<file path="src/rtl/topk_pkg.sv">
// Shared types and constants for the streaming top-K tracker.
package topk_pkg;

    typedef enum logic [2:0] {
        OP_ADD  = 3'd0,
        OP_SUBN = 3'd1,
        OP_AND  = 3'd2,
        OP_OR   = 3'd3,
        OP_MAX  = 3'd4,
        OP_MIN  = 3'd5,
        OP_RORA = 3'd6,
        OP_ROLA = 3'd7
    } fu_op_e;

    typedef enum logic {
        ST_IDLE = 1'b0,
        ST_RUN  = 1'b1
    } state_e;

    localparam logic [2:0] SEL_BC = 3'b011;
    localparam logic [2:0] SEL_AC = 3'b101;
    localparam logic [2:0] SEL_AB = 3'b110;

endpackage

</file>
<file path="src/rtl/fu_param.sv">
// Combinational functional unit: opcode priority encode, operand pair mux and op datapath.
module fu_param
    import topk_pkg::*;
#(
    parameter int W = 8
) (
    input  logic [W-1:0] data_a,
    input  logic [W-1:0] data_b,
    input  logic [W-1:0] data_c,
    input  logic [7:0]   instruction,
    input  logic [2:0]   select,
    input  logic         signed_mode,
    output logic [W-1:0] result
);

    fu_op_e       op;
    logic [W-1:0] x;
    logic [W-1:0] y;
    logic         x_gt_y;

    // Highest set bit wins; an all-zero opcode falls back to add.
    always_comb begin
        op = OP_ADD;
        for (int i = 0; i < 8; i++) begin
            if (instruction[i]) op = fu_op_e'(i[2:0]);
        end
    end

    always_comb begin
        case (select)
            SEL_BC:  begin x = data_b; y = data_c; end
            SEL_AC:  begin x = data_a; y = data_c; end
            SEL_AB:  begin x = data_a; y = data_b; end
            default: begin x = data_c; y = data_a; end
        endcase
    end

    // Flipping the sign bit turns a two's-complement compare into an unsigned one.
    assign x_gt_y = {x[W-1] ^ signed_mode, x[W-2:0]} > {y[W-1] ^ signed_mode, y[W-2:0]};

    always_comb begin
        case (op)
            OP_ROLA: result = {x[W-2:0], x[W-1]} + y;
            OP_RORA: result = {x[0], x[W-1:1]} + y;
            OP_MIN:  result = x_gt_y ? y : x;
            OP_MAX:  result = x_gt_y ? x : y;
            OP_OR:   result = x | y;
            OP_AND:  result = x & y;
            OP_SUBN: result = x + ~y;
            default: result = x + y;
        endcase
    end

endmodule

</file>
<file path="src/rtl/topk_tracker.sv">
// Streaming top-K tracker: run sequencing, remaining-sample counter and sorted rank array.
//   state   | meaning
//   ST_IDLE | waiting for start; ranks from last run held
//   ST_RUN  | accepting valid samples until remaining reaches zero
module topk_tracker
    import topk_pkg::*;
#(
    parameter int W     = 8,
    parameter int K     = 2,
    parameter int CNT_W = 3
) (
    input  logic             clk,
    input  logic             rst_n,
    input  logic             start,
    input  logic [CNT_W-1:0] count,
    input  logic             signed_mode,
    input  logic             valid,
    input  logic [W-1:0]     data_a,
    input  logic [W-1:0]     data_b,
    input  logic [W-1:0]     data_c,
    input  logic [7:0]       instruction,
    input  logic [2:0]       select,
    output logic             busy,
    output logic             done,
    output logic [K*W-1:0]   rank_out,
    output logic [K-1:0]     rank_vld
);

    state_e           state_q, state_d;
    logic [CNT_W-1:0] rem_q;
    logic             mode_q;
    logic             done_q, done_d;
    logic             clr, load, ins;
    logic [W-1:0]     fu_res;

    logic [K-1:0][W-1:0] rank_q, rank_d;
    logic [K-1:0]        vld_q, vld_d;
    logic [K-1:0]        beats;
    logic [K:0]          beat_up;
    logic [K:0][W-1:0]   val_up;
    logic [K:0]          vld_up;

    fu_param #(.W(W)) u_fu (
        .data_a      (data_a),
        .data_b      (data_b),
        .data_c      (data_c),
        .instruction (instruction),
        .select      (select),
        .signed_mode (mode_q),
        .result      (fu_res)
    );

    always_ff @(posedge clk) begin
        if (!rst_n) begin
            state_q <= ST_IDLE;
            rem_q   <= '0;
            mode_q  <= 1'b0;
            done_q  <= 1'b0;
        end else begin
            state_q <= state_d;
            done_q  <= done_d;
            if (load) begin
                rem_q  <= count;
                mode_q <= signed_mode;
            end else if (ins) begin
                rem_q <= rem_q - CNT_W'(1);
            end
        end
    end

    // start takes priority over valid in both states, so a restart drops that cycle's sample.
    always_comb begin
        state_d = state_q;
        clr     = 1'b0;
        load    = 1'b0;
        ins     = 1'b0;
        done_d  = 1'b0;
        if (start) begin
            clr  = 1'b1;
            load = 1'b1;
            if (count == '0) begin
                done_d  = 1'b1;
                state_d = ST_IDLE;
            end else begin
                state_d = ST_RUN;
            end
        end else if (state_q == ST_RUN && valid) begin
            ins = 1'b1;
            if (rem_q == CNT_W'(1)) begin
                done_d  = 1'b1;
                state_d = ST_IDLE;
            end
        end
    end

    assign beat_up[0] = 1'b0;
    assign val_up[0]  = '0;
    assign vld_up[0]  = 1'b0;

    // Each slot either shifts down from the slot above, captures the new result, or holds.
    for (genvar i = 0; i < K; i++) begin : g_slot
        assign beats[i] = !vld_q[i] ||
            ({fu_res[W-1] ^ mode_q, fu_res[W-2:0]} > {rank_q[i][W-1] ^ mode_q, rank_q[i][W-2:0]});
        assign beat_up[i+1] = beats[i];
        assign val_up[i+1]  = rank_q[i];
        assign vld_up[i+1]  = vld_q[i];
        assign rank_d[i] = beat_up[i] ? val_up[i] : (beats[i] ? fu_res : rank_q[i]);
        assign vld_d[i]  = beat_up[i] ? vld_up[i] : (beats[i] | vld_q[i]);
    end

    always_ff @(posedge clk) begin
        if (!rst_n || clr) begin
            rank_q <= '0;
            vld_q  <= '0;
        end else if (ins) begin
            rank_q <= rank_d;
            vld_q  <= vld_d;
        end
    end

    assign busy     = (state_q == ST_RUN);
    assign done     = done_q;
    assign rank_out = rank_q;
    assign rank_vld = vld_q;

endmodule

</file>
<file path="config.mk">
export PLATFORM = sky130hd
export DESIGN_NAME = topk_tracker
export DESIGN_NICKNAME = d
export VERILOG_FILES = /design/src/rtl/topk_pkg.sv /design/src/rtl/fu_param.sv /design/src/rtl/topk_tracker.sv
export SDC_FILE = /design/constraint.sdc
export NUM_CORES = 1
export LEC_CHECK = 0
export ABC_AREA = 1
export CELL_PAD_IN_SITES_DETAIL_PLACEMENT = 0
export CELL_PAD_IN_SITES_GLOBAL_PLACEMENT = 1
export CORE_MARGIN = 2
export CORE_UTILIZATION = 38
export DETAILED_ROUTE_END_ITERATION = 8
export HOLD_SLACK_MARGIN = 0.1
export PLACE_DENSITY = 0.9
export RECOVER_POWER = 25
export REMOVE_ABC_BUFFERS = 1
export SETUP_SLACK_MARGIN = 0.5
export SYNTH_ARGS = -nofsm -noshare
export SYNTH_HDL_FRONTEND = slang
export SYNTH_SLANG_ARGS = --single-unit
</file>
<file path="constraint.sdc">
create_clock -name clk -period 5.77 [get_ports clk]
set_input_delay 0.577 -clock clk [delete_from_list [all_inputs] [get_ports clk]]
set_output_delay 0.577 -clock clk [all_outputs]
set_load 0.05 [all_outputs]
</file>
==> reports/metrics.csv <==
stage;metric;value;unit
outcome;status;finished clean;
worst_setup_path;worst-path-buf-inv;4;
worst_setup_path;crit_path_top_delay_cell;clkdlybuf4s50_1;
worst_setup_path;crit_required;5.94;ns
run;maxCapViolations;0;
synthesis;synth.ff_latch_count;24;
worst_hold_path;hold_path.class;flop to flop;
cts;clock_path_buffers;2;
cts;cts_sinks;24;
drt;wl;10.6;mm
synthesis;synthFlopType;dfxtp_1;
cts;cts_tree;done;
synthesis;ys_seq_area_share;12.8;%
synthesis;synth_cell_types;42;
floorplan;die_h;103;um
floorplan;num_rows;36;
sta;hold_violations;0;
power;switchingPower;0.000419;W
power;power;0.000885;W
floorplan;io_pins;63;
layout;diodes;0;
sta;tightest_slew;1.13;ns
sta;setup_viol;0;
global_routing;grt_remaining_overflow;0;
sta;fin_crit_sh;82.5;%
power;clock_power_share;13.2;%
sta;setup_tns;0;ns
sta;fmax;210;MHz
drt;drt_drc_violations_left;0;
power;vdd_drop_max;122;uV
sta;slew_violations;0;
worst_setup_path;critPathArrivalTime;4.93;ns
placement;portBuffers;61;
drt;vias_per_cell;4.95;
layout;drive_gt1_share;11.6;%
power;swShare;47.4;%
cts;clk_latency;0.27;ns
global_routing;grt_pass1_vias;3801;
global_routing;grt_usage;20.2;%
synthesis;synthCells;607;
cts;cts_root_buf;clkbuf_8;
drt;drtAntennaViolNets;0;
synthesis;synth-edff-count;0;
power;p_seq_share;19.8;%
sta;rsz0062_at_grt;false;
drt;dr.pass1.iters;4;
synthesis;syn_area;0.00375;mm^2
cts;htreeDepth;1;
floorplan;start_util;38.7;%
drt;num_vias;4076;
global_routing;grt_pass1_wl;17.4;mm
worst_setup_path;start_kind;input pin;
placement;dp_hpwl;8.84;mm
worst_setup_path;crit_type;input pin to flop;
synthesis;ys_async_sr_fraction;0;%
worst_setup_path;worst_setup_path_end_kind;flop;
worst_setup_path;crit_family;simple AND/OR/NAND/NOR gates;
worst_setup_path;cp_max_fo;16;
drt;wire_per_inst;12.9;um
sta;slew_headroom;24.2;%
layout;synthToLayoutAreaGrowth;28.5;%
power;power_density;184;mW/mm^2
synthesis;yosysWarnings;0;
placement;gp_congestion;0.883;
drt;drt_iter0_markers;218;
cts;cts_buffers;3;
worst_setup_path;critPathMaxStageDelay;0.46;ns
layout;layout_common_cells;144 x nand2_1, 95 x inv_1, 59 x a21oi_1, 54 x ha_1, 52 x clkdlybuf4s50_1;
cts;clk_pin_slew;0.09;ns
global_routing;grt_start_max_net_pins;19;
floorplan;die_area;0.0107;mm^2
layout;final_common_cell;nand2_1;
sta;post-route-min-period;4.76;ns
floorplan;die_width;103;um
power;p_int;0.000466;W
power;p_leak;2.39;nW
cts;holdBufCountCts;0;
global_routing;antenna_found_initial;0;
synthesis;syn_area_per_cell;6.18;um^2
floorplan;fp.coreArea;0.00968;mm^2
layout;fin_nets;790;
worst_setup_path;cp_common_cell;nand2_1;
power;p_comb_share;67.1;%
sta;fin_worst_skew;0.00247;ns
-- cell families (layout without fill, tap and decap cells) --
logic type               after synthesis  count (layout)  synth area share (%)
AO/OA/AOI/OAI                        123             123                  18.5
XOR/XNOR                              16              16                  3.94
AND/OR/NAND/NOR                      275             275                  33.8
flip-flops                            24              24                  12.8
buffers and inverters                113             196                  11.8
adder cells (fa/ha/maj)               56              56                  19.1
-- registers in the layout, indices dropped and copies added, names as in the netlist --
| name | cells |
|---|---|
| rank_out | 16 |
| rem_q | 3 |
| rank_vld | 2 |
| busy | 1 |
| done | 1 |
| mode_q | 1 |
-- metal layers --
layer	wire (um)	global-route usage (%)	share of wire (%)	vias to the layer above
met5	0	0	0	-
met4	82	2.73	0.77	0
met3	379	2.42	3.6	6
met2	5000	35.9	47	87
met1	5160	26.9	49	1835
li1	-	-	-	2148
-- through the flow --
stage / std cells / utilization (%) / setup slack [ns] / area, um^2 / hold WS (ns)
after floorplan: 598 / - / 0.923 / 3700 / 0.491
after global placement: 813 / 47.8 / 0.291 / 4630 / 0.491
after detailed placement: 813 / 47.8 / 0.202 / 4630 / 0.493
after CTS: 817 / 48.5 / 0.510 / 4690 / 0.515
after global routing: 823 / 49.7 / 0.516 / 4820 / 0.524
final: 823 / 49.7 / 1.01 / 4820 / 0.518
-- power by group through the flow --
stage / Clock (W) / Combinational (W) / Sequential, W
3_3_place_gp: 0 / 0.000556 / 0.000179
5_1_grt: 0.000127 / 0.000676 / 0.000176
2_1_floorplan: 0 / 0.000387 / 0.000189
4_1_cts: 0.000120 / 0.000574 / 0.000175
3_5_place_dp: 0 / 0.000570 / 0.000179
6_report: 0.000117 / 0.000594 / 0.000175
-- what timing repair did --
action | in CTS | in global routing
pin swaps | 0 | 4
endpoints found under the setup margin | 5 | 16
gates resized for setup | 2 | 20
cloned | 0 | 0
buffers inserted | 0 | 6
-- cells in the mapped netlist (all sizes together) (2+ instances only) --
master	count	area (um^2)
fa	2	40.0
nand4	7	43.8
o21bai	3	22.5
nand2	155	612
nor2	43	199
buf	7	43.8
xnor2	7	61.3
o21ai	45	248
o211ai	7	62.6
and3	2	12.5
a21oi	61	305
nand3b	3	22.5
nand3	52	300
o31ai	2	15.0
xor2	9	86.3
nor3	8	45.0
dfxtp	24	480
inv	104	393
ha	54	676
or2	4	25.0
clkbuf	2	7.51
-- worst paths after layout --
check	from	cells after the start	to	slack [ns]
setup reg to reg	mode_q	24	rank_out[10]	1.78
setup / recovery	instruction[4]	29	rank_out[11]	1.01
hold / removal	busy	1	busy	0.52
hold reg to reg	busy	1	busy	0.52
-- final cells by class --
type                    count  area, um^2
multi-input cells         470        2880
well taps                 133         166
fillers                   998        4870
flip-flops and latches     24         480
repair buffers             88         837
inverters                 104         395
clock buffers               4        55.1
(Power assumes the default switching activity.)
